`src/rtl/multi_motor_step_gen_pkg.sv`:
```
// Shared types and default widths for the multi-axis step/dir generator.
package multi_motor_step_gen_pkg;

    localparam int DEF_N_AXES = 4;
    localparam int DEF_TW     = 32;
    localparam int POS_W      = 32;

    typedef enum logic [1:0] {
        IDLE  = 2'd0,
        PRE   = 2'd1,
        PULSE = 2'd2,
        POST  = 2'd3
    } step_state_e;

endpackage

```
`src/rtl/motor_step_channel.sv`:
```
// One step/dir channel: dir setup -> step high -> step low hold, with a
// one-deep pending request slot and a sticky overrun flag.
// Optional position counter: MULTI_MOTOR_STEP_GEN_POSITION_EN.
module motor_step_channel
    import multi_motor_step_gen_pkg::*;
#(
    parameter int TW = DEF_TW
) (
    input  logic          clk,
    input  logic          reset,
    input  logic [TW-1:0] pre_n,
    input  logic [TW-1:0] pulse_n,
    input  logic [TW-1:0] post_n,
    input  logic          axis_en,
    input  logic          dir_invert,
    input  logic          step_stb,
    input  logic          step_dir,
    input  logic          clear_missed,
`ifdef MULTI_MOTOR_STEP_GEN_POSITION_EN
    input  logic          pos_clear,
    output logic [31:0]   position,
`endif
    output logic          step,
    output logic          dir,
    output logic          busy,
    output logic          missed
);

    // Zero-length phases still last one cycle; counter counts down to 0.
    function automatic logic [TW-1:0] len1(input logic [TW-1:0] x);
        return (x == '0) ? '0 : x - TW'(1);
    endfunction

    step_state_e   r_state, w_nstate;
    logic [TW-1:0] r_cnt, w_ncnt;
    logic [TW-1:0] r_pulse_len, r_post_len;
    logic          r_mv_dir, r_dir, r_pend, r_pend_dir, r_missed;
    logic          w_last, w_start, w_start_dir, w_consume;
    logic          w_stb_direct, w_stb_extra, w_pulse_entry;

    assign w_last = (r_cnt == '0);
    // A move starts from IDLE, or back-to-back from the last POST cycle.
    // A strobe arriving on the last POST cycle with no slot chains directly.
    assign w_start = axis_en && (r_pend || step_stb) &&
                     ((r_state == IDLE) || ((r_state == POST) && w_last));
    assign w_start_dir  = r_pend ? r_pend_dir : step_dir;
    assign w_consume    = w_start && r_pend;
    assign w_stb_direct = w_start && !r_pend && step_stb;
    assign w_stb_extra  = axis_en && step_stb && !w_stb_direct;

    // Next-state and phase counter reload.
    always_comb begin
        w_nstate      = r_state;
        w_ncnt        = r_cnt;
        w_pulse_entry = 1'b0;
        if (!axis_en) begin
            w_nstate = IDLE;
            w_ncnt   = '0;
        end else begin
            unique case (r_state)
                IDLE: if (w_start) begin
                    w_nstate = PRE;
                    w_ncnt   = len1(pre_n);
                end
                PRE: if (w_last) begin
                    w_nstate      = PULSE;
                    w_ncnt        = len1(r_pulse_len);
                    w_pulse_entry = 1'b1;
                end else w_ncnt = r_cnt - TW'(1);
                PULSE: if (w_last) begin
                    w_nstate = POST;
                    w_ncnt   = len1(r_post_len);
                end else w_ncnt = r_cnt - TW'(1);
                POST: if (w_last) begin
                    w_nstate = w_start ? PRE : IDLE;
                    w_ncnt   = w_start ? len1(pre_n) : '0;
                end else w_ncnt = r_cnt - TW'(1);
                default: w_nstate = IDLE;
            endcase
        end
    end

    // State, counter, and per-move latched lengths/direction.
    always_ff @(posedge clk or posedge reset) begin
        if (reset) begin
            r_state     <= IDLE;
            r_cnt       <= '0;
            r_pulse_len <= '0;
            r_post_len  <= '0;
            r_mv_dir    <= 1'b0;
            r_dir       <= 1'b0;
        end else begin
            r_state <= w_nstate;
            r_cnt   <= w_ncnt;
            if (w_start) begin
                r_pulse_len <= pulse_n;
                r_post_len  <= post_n;
                r_mv_dir    <= w_start_dir;
                r_dir       <= w_start_dir ^ dir_invert;
            end
        end
    end

    // Pending slot and sticky missed flag; a slot consumed this cycle may refill.
    always_ff @(posedge clk or posedge reset) begin
        if (reset) begin
            r_pend     <= 1'b0;
            r_pend_dir <= 1'b0;
            r_missed   <= 1'b0;
        end else begin
            if (!axis_en) begin
                r_pend <= 1'b0;
            end else if (w_stb_extra && (!r_pend || w_consume)) begin
                r_pend     <= 1'b1;
                r_pend_dir <= step_dir;
            end else if (w_consume) begin
                r_pend <= 1'b0;
            end
            if (w_stb_extra && r_pend && !w_consume) r_missed <= 1'b1;
            else if (clear_missed)                   r_missed <= 1'b0;
        end
    end

`ifdef MULTI_MOTOR_STEP_GEN_POSITION_EN
    logic [31:0] r_pos;
    // Signed step count, updated as each pulse begins; clear still counts it.
    always_ff @(posedge clk or posedge reset) begin
        if (reset) begin
            r_pos <= '0;
        end else if (pos_clear) begin
            r_pos <= w_pulse_entry ? (r_mv_dir ? 32'd1 : 32'hFFFF_FFFF) : 32'd0;
        end else if (w_pulse_entry) begin
            r_pos <= r_mv_dir ? r_pos + 32'd1 : r_pos - 32'd1;
        end
    end
    assign position = r_pos;
`endif

    assign step   = (r_state == PULSE);
    assign busy   = (r_state != IDLE);
    assign dir    = r_dir;
    assign missed = r_missed;

endmodule

```
`src/rtl/multi_motor_step_gen.sv`:
```
// N_AXES independent step/dir generators sharing phase-length inputs.
// Optional position counters: MULTI_MOTOR_STEP_GEN_POSITION_EN.
module multi_motor_step_gen
    import multi_motor_step_gen_pkg::*;
#(
    parameter int N_AXES = DEF_N_AXES,
    parameter int TW     = DEF_TW
) (
    input  logic                clk,
    input  logic                reset,
    input  logic [TW-1:0]       pre_n,
    input  logic [TW-1:0]       pulse_n,
    input  logic [TW-1:0]       post_n,
    input  logic [N_AXES-1:0]   axis_en,
    input  logic [N_AXES-1:0]   dir_invert,
    input  logic [N_AXES-1:0]   step_stb,
    input  logic [N_AXES-1:0]   step_dir,
    input  logic [N_AXES-1:0]   clear_missed,
`ifdef MULTI_MOTOR_STEP_GEN_POSITION_EN
    input  logic [N_AXES-1:0]   pos_clear,
    output logic [32*N_AXES-1:0] position,
`endif
    output logic [N_AXES-1:0]   step,
    output logic [N_AXES-1:0]   dir,
    output logic [N_AXES-1:0]   busy,
    output logic [N_AXES-1:0]   missed
);

    for (genvar g = 0; g < N_AXES; g++) begin : g_ch
        motor_step_channel #(.TW(TW)) u_ch (
            .clk          (clk),
            .reset        (reset),
            .pre_n        (pre_n),
            .pulse_n      (pulse_n),
            .post_n       (post_n),
            .axis_en      (axis_en[g]),
            .dir_invert   (dir_invert[g]),
            .step_stb     (step_stb[g]),
            .step_dir     (step_dir[g]),
            .clear_missed (clear_missed[g]),
`ifdef MULTI_MOTOR_STEP_GEN_POSITION_EN
            .pos_clear    (pos_clear[g]),
            .position     (position[32*g +: 32]),
`endif
            .step         (step[g]),
            .dir          (dir[g]),
            .busy         (busy[g]),
            .missed       (missed[g])
        );
    end

endmodule

```
`config.mk`:
```
export PLATFORM = sky130hd
export DESIGN_NAME = multi_motor_step_gen
export DESIGN_NICKNAME = d
export VERILOG_FILES = /design/src/rtl/multi_motor_step_gen_pkg.sv /design/src/rtl/motor_step_channel.sv /design/src/rtl/multi_motor_step_gen.sv
export SDC_FILE = /design/constraint.sdc
export NUM_CORES = 2
export LEC_CHECK = 0
export ABC_AREA = 1
export BUFFER_PORTS_ARGS = -buffer_cell sky130_fd_sc_hd__buf_4
export CAP_MARGIN = 5
export CORE_ASPECT_RATIO = 1.75
export CORE_MARGIN = 2
export CORE_UTILIZATION = 60
export CTS_CLUSTER_SIZE = 16
export DETAILED_ROUTE_END_ITERATION = 6
export PLACE_DENSITY = 0.87
export SLEW_MARGIN = 20
export SYNTH_ARGS = -nofsm -noshare
export SYNTH_HDL_FRONTEND = slang
export SYNTH_HIERARCHICAL = 1
export SYNTH_SLANG_ARGS = --single-unit
```
`constraint.sdc`:
```
create_clock -name clk -period 3.91 [get_ports clk]
set_input_delay 0.9775 -clock clk [delete_from_list [all_inputs] [get_ports clk]]
set_output_delay 0.9775 -clock clk [all_outputs]
set_load 0.02 [all_outputs]
```
# Word level (Yosys, flattened, before mapping)
# Cells that the tools add are included.
# op_classes
addsub,13
n_eq_ne,32
muxes,89
n_bitwise,4
reduce_logical,101
# ops
op,count
$mux W32,33
$pmux W32 S4,4
$logic_not A32 Y1,13
$sub A32 B1 Y32 const B,13
$logic_and A1 B1 Y1,44
$mux W2,20
$ne A3 B2 Y1 const B,12
$pmux W2 S4,4
$mux W1,28
$eq A2 B2 Y1 const B,8
$reduce_and A4 Y1,4
$reduce_bool A2 Y1,8
$logic_not A1 Y1,12
$logic_or A1 B1 Y1,12
$ne A3 B1 Y1 const B,4
$ne A3 B3 Y1 const B,4
$eq A2 B1 Y1 const B,4
$logic_not A2 Y1,4
$reduce_and A2 Y1,4
$xor A1 B1 Y1,4
# word_totals
regBits,408

# Depth between registers and ports, before layout
# depth
ltp_word,11
ltp_mapped,17

# By module
# The synthesis kept the hierarchy.
# by_module_without_submodules
module,n_inst,cells_each,area_per_inst_um2,seq_area_each_um2
motor_step_channel (g_ch[1].u_ch ...),2,1449,8592.0,2552.4
motor_step_channel (g_ch[0].u_ch),1,1493,8936.1,2552.4
motor_step_channel (g_ch[3].u_ch),1,1435,8680.8,2552.4

# Worst setup path before layout
# OpenSTA, ideal clock, no wires.
# synth_path
path_kind,input-to-reg
from,in pre_n[0]
to,reg g_ch[1].u_ch.r_cnt[6]
setup_ns,0.117
arrival_time_ns,2.507
t_required_ns,3.793
slack_ns,1.286
path_stages,14
n_path_buf,1
cell_sequence,inv_1 ha_1 nand3_1 nor2_2 nand3_1 nor2_2 buf_2 a21oi_1 nand2_1 nand2_1 nand2_1 nand2_1 nand2_1 nand2_1
# synth_via
elab_chain_cells,6
word_cells_on_any_way,8
classes_between,add/sub (1); mux (6); reduce/logical (1)
# synth_rtl
element,line,text
start: declaration,multi_motor_step_gen.sv:11,"input logic [TW-1:0] pre_n,"
$sub A32 B1 Y32 / $logic_not A32 Y1 (equally long branches),motor_step_channel.sv:31,return (x == '0) ? '0 : x - TW'(1);
$mux W32 (*),motor_step_channel.sv:31,
$mux W32,motor_step_channel.sv:76,w_ncnt = w_start ? len1(pre_n) : '0;
$mux W32,motor_step_channel.sv:74,POST: if (w_last) begin
$pmux W32 S4 (*),motor_step_channel.sv:60,unique case (r_state)
$mux W32 (*),motor_step_channel.sv:56,if (!axis_en) begin
end signal: assignment,motor_step_channel.sv:94,r_cnt <= w_ncnt;
end: declaration,motor_step_channel.sv:35,"logic [TW-1:0] r_cnt, w_ncnt;"
# Every way passes the cells marked *; elsewhere a longest branch is shown, timed or not. The select of a mux whose other input is x is not followed.
# A chain may end at the register's enable or synchronous reset.

# Worst setup path after layout
# layout_path
from,reg g_ch[1].u_ch.r_cnt[0]
to,reg g_ch[1].u_ch.r_cnt[9]
# layout_via
elab_chain_cells,8
word_cells_on_any_way,12
classes_between,add/sub (1); eq/ne (1); mux (6); reduce/logical (4)
# layout_rtl
element
branches (longest 8 deep; another with $sub A32 B1 Y32)
# Several ways; the timed one is not identified.

==> reports/metrics.sh <==
RUN_STATUS='finished, violations left'
VIOLATIONS_IN_THE_FINAL_REPORTS='design-rule violations'
POWER_DENSITY_nW_PER_UM2=806
SYNTH_AREA_IN_SIMPLE_GATES=0.442
POWER_LEAKAGE_nW=18.9
DRT_ITER0_DRC=4087
YOSYSWARNINGCOUNT=6
POST-DP-HPWL_UM=113000
DR_TOTAL_VIAS=40400
CRITPATHTOPFAMILY='simple AND/OR/NAND/NOR gates'
GR-USAGE-ALL-LAYERS=0.509
ANTENNA_FOUND_INITIAL=9
FINAL_STD_CELLS_W_O_FILL=6723
FINAL_LAYOUT_SIZE_SUFFIX_GT1_FRAC=0.0736
TIMING.SETUP.TNS_NS=0
SYNTH.LIB_CELLS_USED.DISTINCT=58
ROUTE.ANTENNA.REMAINING_NETS=0
YOSYSTOPAREACELLSHARE=0.293
WORST_HOLD_PATH.NUM_CELLS=2
DRV.MAX_CAP_VIOLATION_COUNT=0
WORSTSETUPPATHTYPE='register to register'
DRT-TOTAL-WL_UM=153000
CLKTRANSATPATHREGS_NS=0.06
INTERNAL-POWER_mW=13.9
TOTAL_NETS_FINAL=6085
HTREE_NUM_LEVELS=2
POST_SYNTH_MAIN_AREA_CONTRIBUTORS='dfrtp_1 29%, nand2_1 20%, nor2_1 10%, inv_1 6.9%, nand3_1 6.8%'
CRIT_PATH_FREQUENT_CELL='nand2_1'
GR-TOTAL-OVERFLOW=0
I_O_PINS=134
CRITICAL_PATH_BUF_INV_COUNT=2
FIRSTDRTPASSITERS=7
POST_SYNTH_INSTANCE_AREA_UM2=34800
SYNTH_EDF_COUNT=0
POSTSYNTHREGISTERBITS=408
SYNTH_XOR_AREA_FRAC=0.0435
SYNTH_SEQ_AREA_SHARE=0.293
PLACED_CELLS_INCL_TAPS=6641
WORSTPATHMAXFANOUT=18
SEQ_POWER_SHARE=0.274
FIRST_PASS_GRT_WIRE_LENGTH_UM=225000
FIN_AREA_UM2=38100
CTS_ROOT_BUF='clkbuf_16'
CTS-ROOT-TO-SINK-BUFFERS=3
COMB_POWER_SHARE=0.579
FINAL-SETUP-VIOL-COUNT=0
POWER.CLOCK.FRACTION=0.148
NETSWITCHINGFRACTION=0.546
CLOCK_LATENCY_NS=0.64
CTS_TREE='yes'
CLOCK-SKEW-FINAL_NS=0.0340
CRITPATHSLOWESTCELL='nor2_2'
COMBINATIONAL_FAMILY_WITH_THE_MOST_AREA_AFTER_SYNTHESIS='simple AND/OR/NAND/NOR gates'
TRITONCTS.NUM_BUFFERS=43
CP-START-KIND='register'
CTS_REPAIR_RESIZE_COUNT=0
CRITICAL_PATH.MAX_STAGE_DELAY_NS=0.67
CTS_HOLD_BUF=0
TIMING.HOLD.WORST.CLASS='register to register'
SYNTH_CELLS=5826
START_UTIL=0.607
NETLIST.TOP_CELL.BY_AREA='dfrtp_1'
AREA_DELTA_SYNTH_FINAL_PCT=9.47
PORT_BUFFERS=133
DRC=4
CP_DATA_ARRIVAL_TIME_NS=3.95
SLEW-LIMIT-HEADROOM=0.133
PLACE_CONGESTION=1.07
FF2FF_SETUP_SLACK_NS=0.52
PLACEMENT.CELL_AREA_UM2=36600
HOLD-PATH-ENDPOINT='g_ch[0].u_ch/r_pend_dir'
R2R_CELLS=16
CRIT_CHAIN='inv_1, ha_1, inv_1, nor2_1, nand3_2, nor2_4, nand2_2, nand2_1, nand2_2, nor2_2, nand2_1, nand2_1, nand2_1, nand2_1, nand2_1, nand2_1'
SYNTH-ASYNC-RESET-RATIO=1.00
FP.DIEW_UM=186
TRITONCTS_NUM_SINKS=408
NETSWITCHINGPOWER_mW=16.8
BUFFERS_INSERTED_BY_POST_CTS_TIMING_REPAIR=0
SYNTH_FP_NETS=5992
SYNTH-ADDER-AREA-SHARE=0.0173
SYNTH-COMPOUND-AREA-SHARE=0.111
TIMING.HOLD.WORST.START='g_ch[0].u_ch/r_pend_dir'
ROUTED_WIRE_LENGTH_PER_INSTANCE_UM=22.7
POST_SYNTH_MUX_AREA_SHARE=0
CP_DATA_REQUIRED_TIME_NS=4.47
MAXIMUM_NUMBER_OF_PINS_ON_ONE_NET_BEFORE_GLOBAL_ROUTE_REPAIR=116
POST-ROUTE-PERIOD-UTIL=0.867
FINAL.MIN_CLOCK_PERIOD_NS=3.39
IR_WORST_VDD_uV=555
FLOORPLAN.DIE.HEIGHT_UM=323
SETUP_REPAIR_AFTER_GLOBAL_ROUTING_MISSED_ITS_MARGIN='false'
FINALHOLDVIOLCOUNT=0
DETAIL_ROUTE.VIAS_PER_CELL=6.01
CP-END-KIND='register'
RR_ENDPOINT='g_ch[1].u_ch/r_cnt[9]'
ACHIEVABLE_FREQUENCY_GHz=0.295
REG2REG_FROM='g_ch[1].u_ch/r_cnt[0]'
FINAL_COUNT_OF_PINS_VIOLATING_MAX_SLEW=0
PLACEABLE_CORE_REGION_UM2=57300
YS_DOMINANT_REG_CELL='dfrtp_1'
DESIGN.DIE.AREA_UM2=60000
MAX_SLEW.WORST_PIN.SLEW_NS=1.29
SYN_AREA_PER_CELL_UM2=5.97
FP-ROW-COUNT=116
GRT_PASS1_VIAS=38100
[through the flow]
step           setup WS (ns)  hold WS (ns)  utilization  total power [mW]
2_1_floorplan          0.257         0.449            -              19.9
3_3_place_gp           0.635         0.466        0.638              25.0
3_5_place_dp           0.547         0.472        0.638              25.2
4_1_cts                0.919         0.491        0.664              29.8
5_1_grt                0.437         0.507        0.664              32.8
6_report               0.522         0.491        0.664              30.7
[cell families after synthesis]
group / count (synthesis)
flops: 408
fa+ha+maj: 48
xor+xnor: 173
buf+inv: 815
simple gates: 3661
compound gates: 721
[cells in the final DEF (no fill, tap or decap), types with 26 or more instances in the layout]
cell,instances
a21oi_1,135
buf_4,182
clkbuf_16,43
dfrtp_1,408
ha_1,48
inv_1,640
nand2_1,1877
nand3_1,475
nand4_1,89
nor2_1,947
nor2_2,54
nor3_1,93
o21ai_0,380
o21ai_1,109
or2_2,26
xor2_1,152
[power groups by stage]
stage / Clock [mW] / Combinational [mW] / Sequential (mW)
CTS: 4.53 / 17.0 / 8.26
global placement: 0 / 16.7 / 8.29
detailed placement: 0 / 16.9 / 8.29
finish: 4.54 / 17.8 / 8.40
global route: 4.68 / 19.6 / 8.56
floorplan: 0 / 12.2 / 7.64
[tightest hold or removal path, delay by kind of cell, from the launching register on]
kind	cells	cell delay (ns)
AOI/OAI and AO/OA	1	0.06
DFF	1	0.34
and+or+nand+nor	1	0.05
[synthesized netlist by cell type (6+ instances only)]
cell      number
nor3_1        93
ha_1          48
nor2_1       949
a21oi_1      135
nand2_2       22
o21ai_0      381
xnor2_1       21
nor2_2        52
dfrtp_1      408
a211oi_1       9
nand4_1       89
clkinv_1       7
o22ai_1        8
nand3b_1      22
a31oi_1       18
inv_1        644
o21bai_1      13
or2_2         26
o21ai_1      108
o211ai_1      20
buf_2         59
nand2_4        8
nand2_1     1877
xor2_1       152
clkbuf_1      63
buf_6          6
inv_2         21
buf_4         13
nand3_1      475
and2_1         8
nor2_4        18
[cell type report]
| cell class | instances | area, um2 |
|---|---|---|
| diodes | 7 | 17.5 |
| flip-flops and latches | 408 | 10200 |
| fillers | 5532 | 19200 |
| multi-input cells | 4603 | 21400 |
| clock buffers | 50 | 1140 |
| well taps | 767 | 960 |
| inverters | 673 | 2540 |
| clock inverters | 25 | 330 |
| repair buffers | 190 | 1530 |
[registers in the layout, summed over array words and instances, names as in the netlist]
name / cells
g_ch.u_ch/r_pend_dir: 4
g_ch.u_ch/missed: 4
g_ch.u_ch/r_pulse_len: 128
g_ch.u_ch/dir: 4
g_ch.u_ch/r_state: 8
g_ch.u_ch/r_pend: 4
g_ch.u_ch/r_post_len: 128
g_ch.u_ch/r_cnt: 128
[per-layer routing]
metal / up-vias / GRT usage / part of all wire
li1: 18600 / - / -
met1: 18400 / 0.505 / 0.32
met2: 2428 / 0.796 / 0.44
met3: 969 / 0.164 / 0.10
met4: 14 / 0.553 / 0.14
met5: - / 0.0108 / 0.0012
[worst max-delay path by stage]
stage / depth (start not counted) / endpoint / slack (ns) / from
floorplan: 1 / g_ch[0].u_ch/dir / 0.26 / reset
global placement: 14 / g_ch[1].u_ch/r_cnt[8] / 0.63 / pre_n[0]
detailed placement: 14 / g_ch[2].u_ch/r_cnt[29] / 0.55 / pre_n[0]
CTS: 16 / g_ch[1].u_ch/r_cnt[9] / 0.92 / g_ch[1].u_ch/r_cnt[0]
global route: 16 / g_ch[1].u_ch/r_cnt[9] / 0.44 / g_ch[1].u_ch/r_cnt[0]
finish: 16 / g_ch[1].u_ch/r_cnt[9] / 0.52 / g_ch[1].u_ch/r_cnt[0]
(Power assumes the default switching activity.)
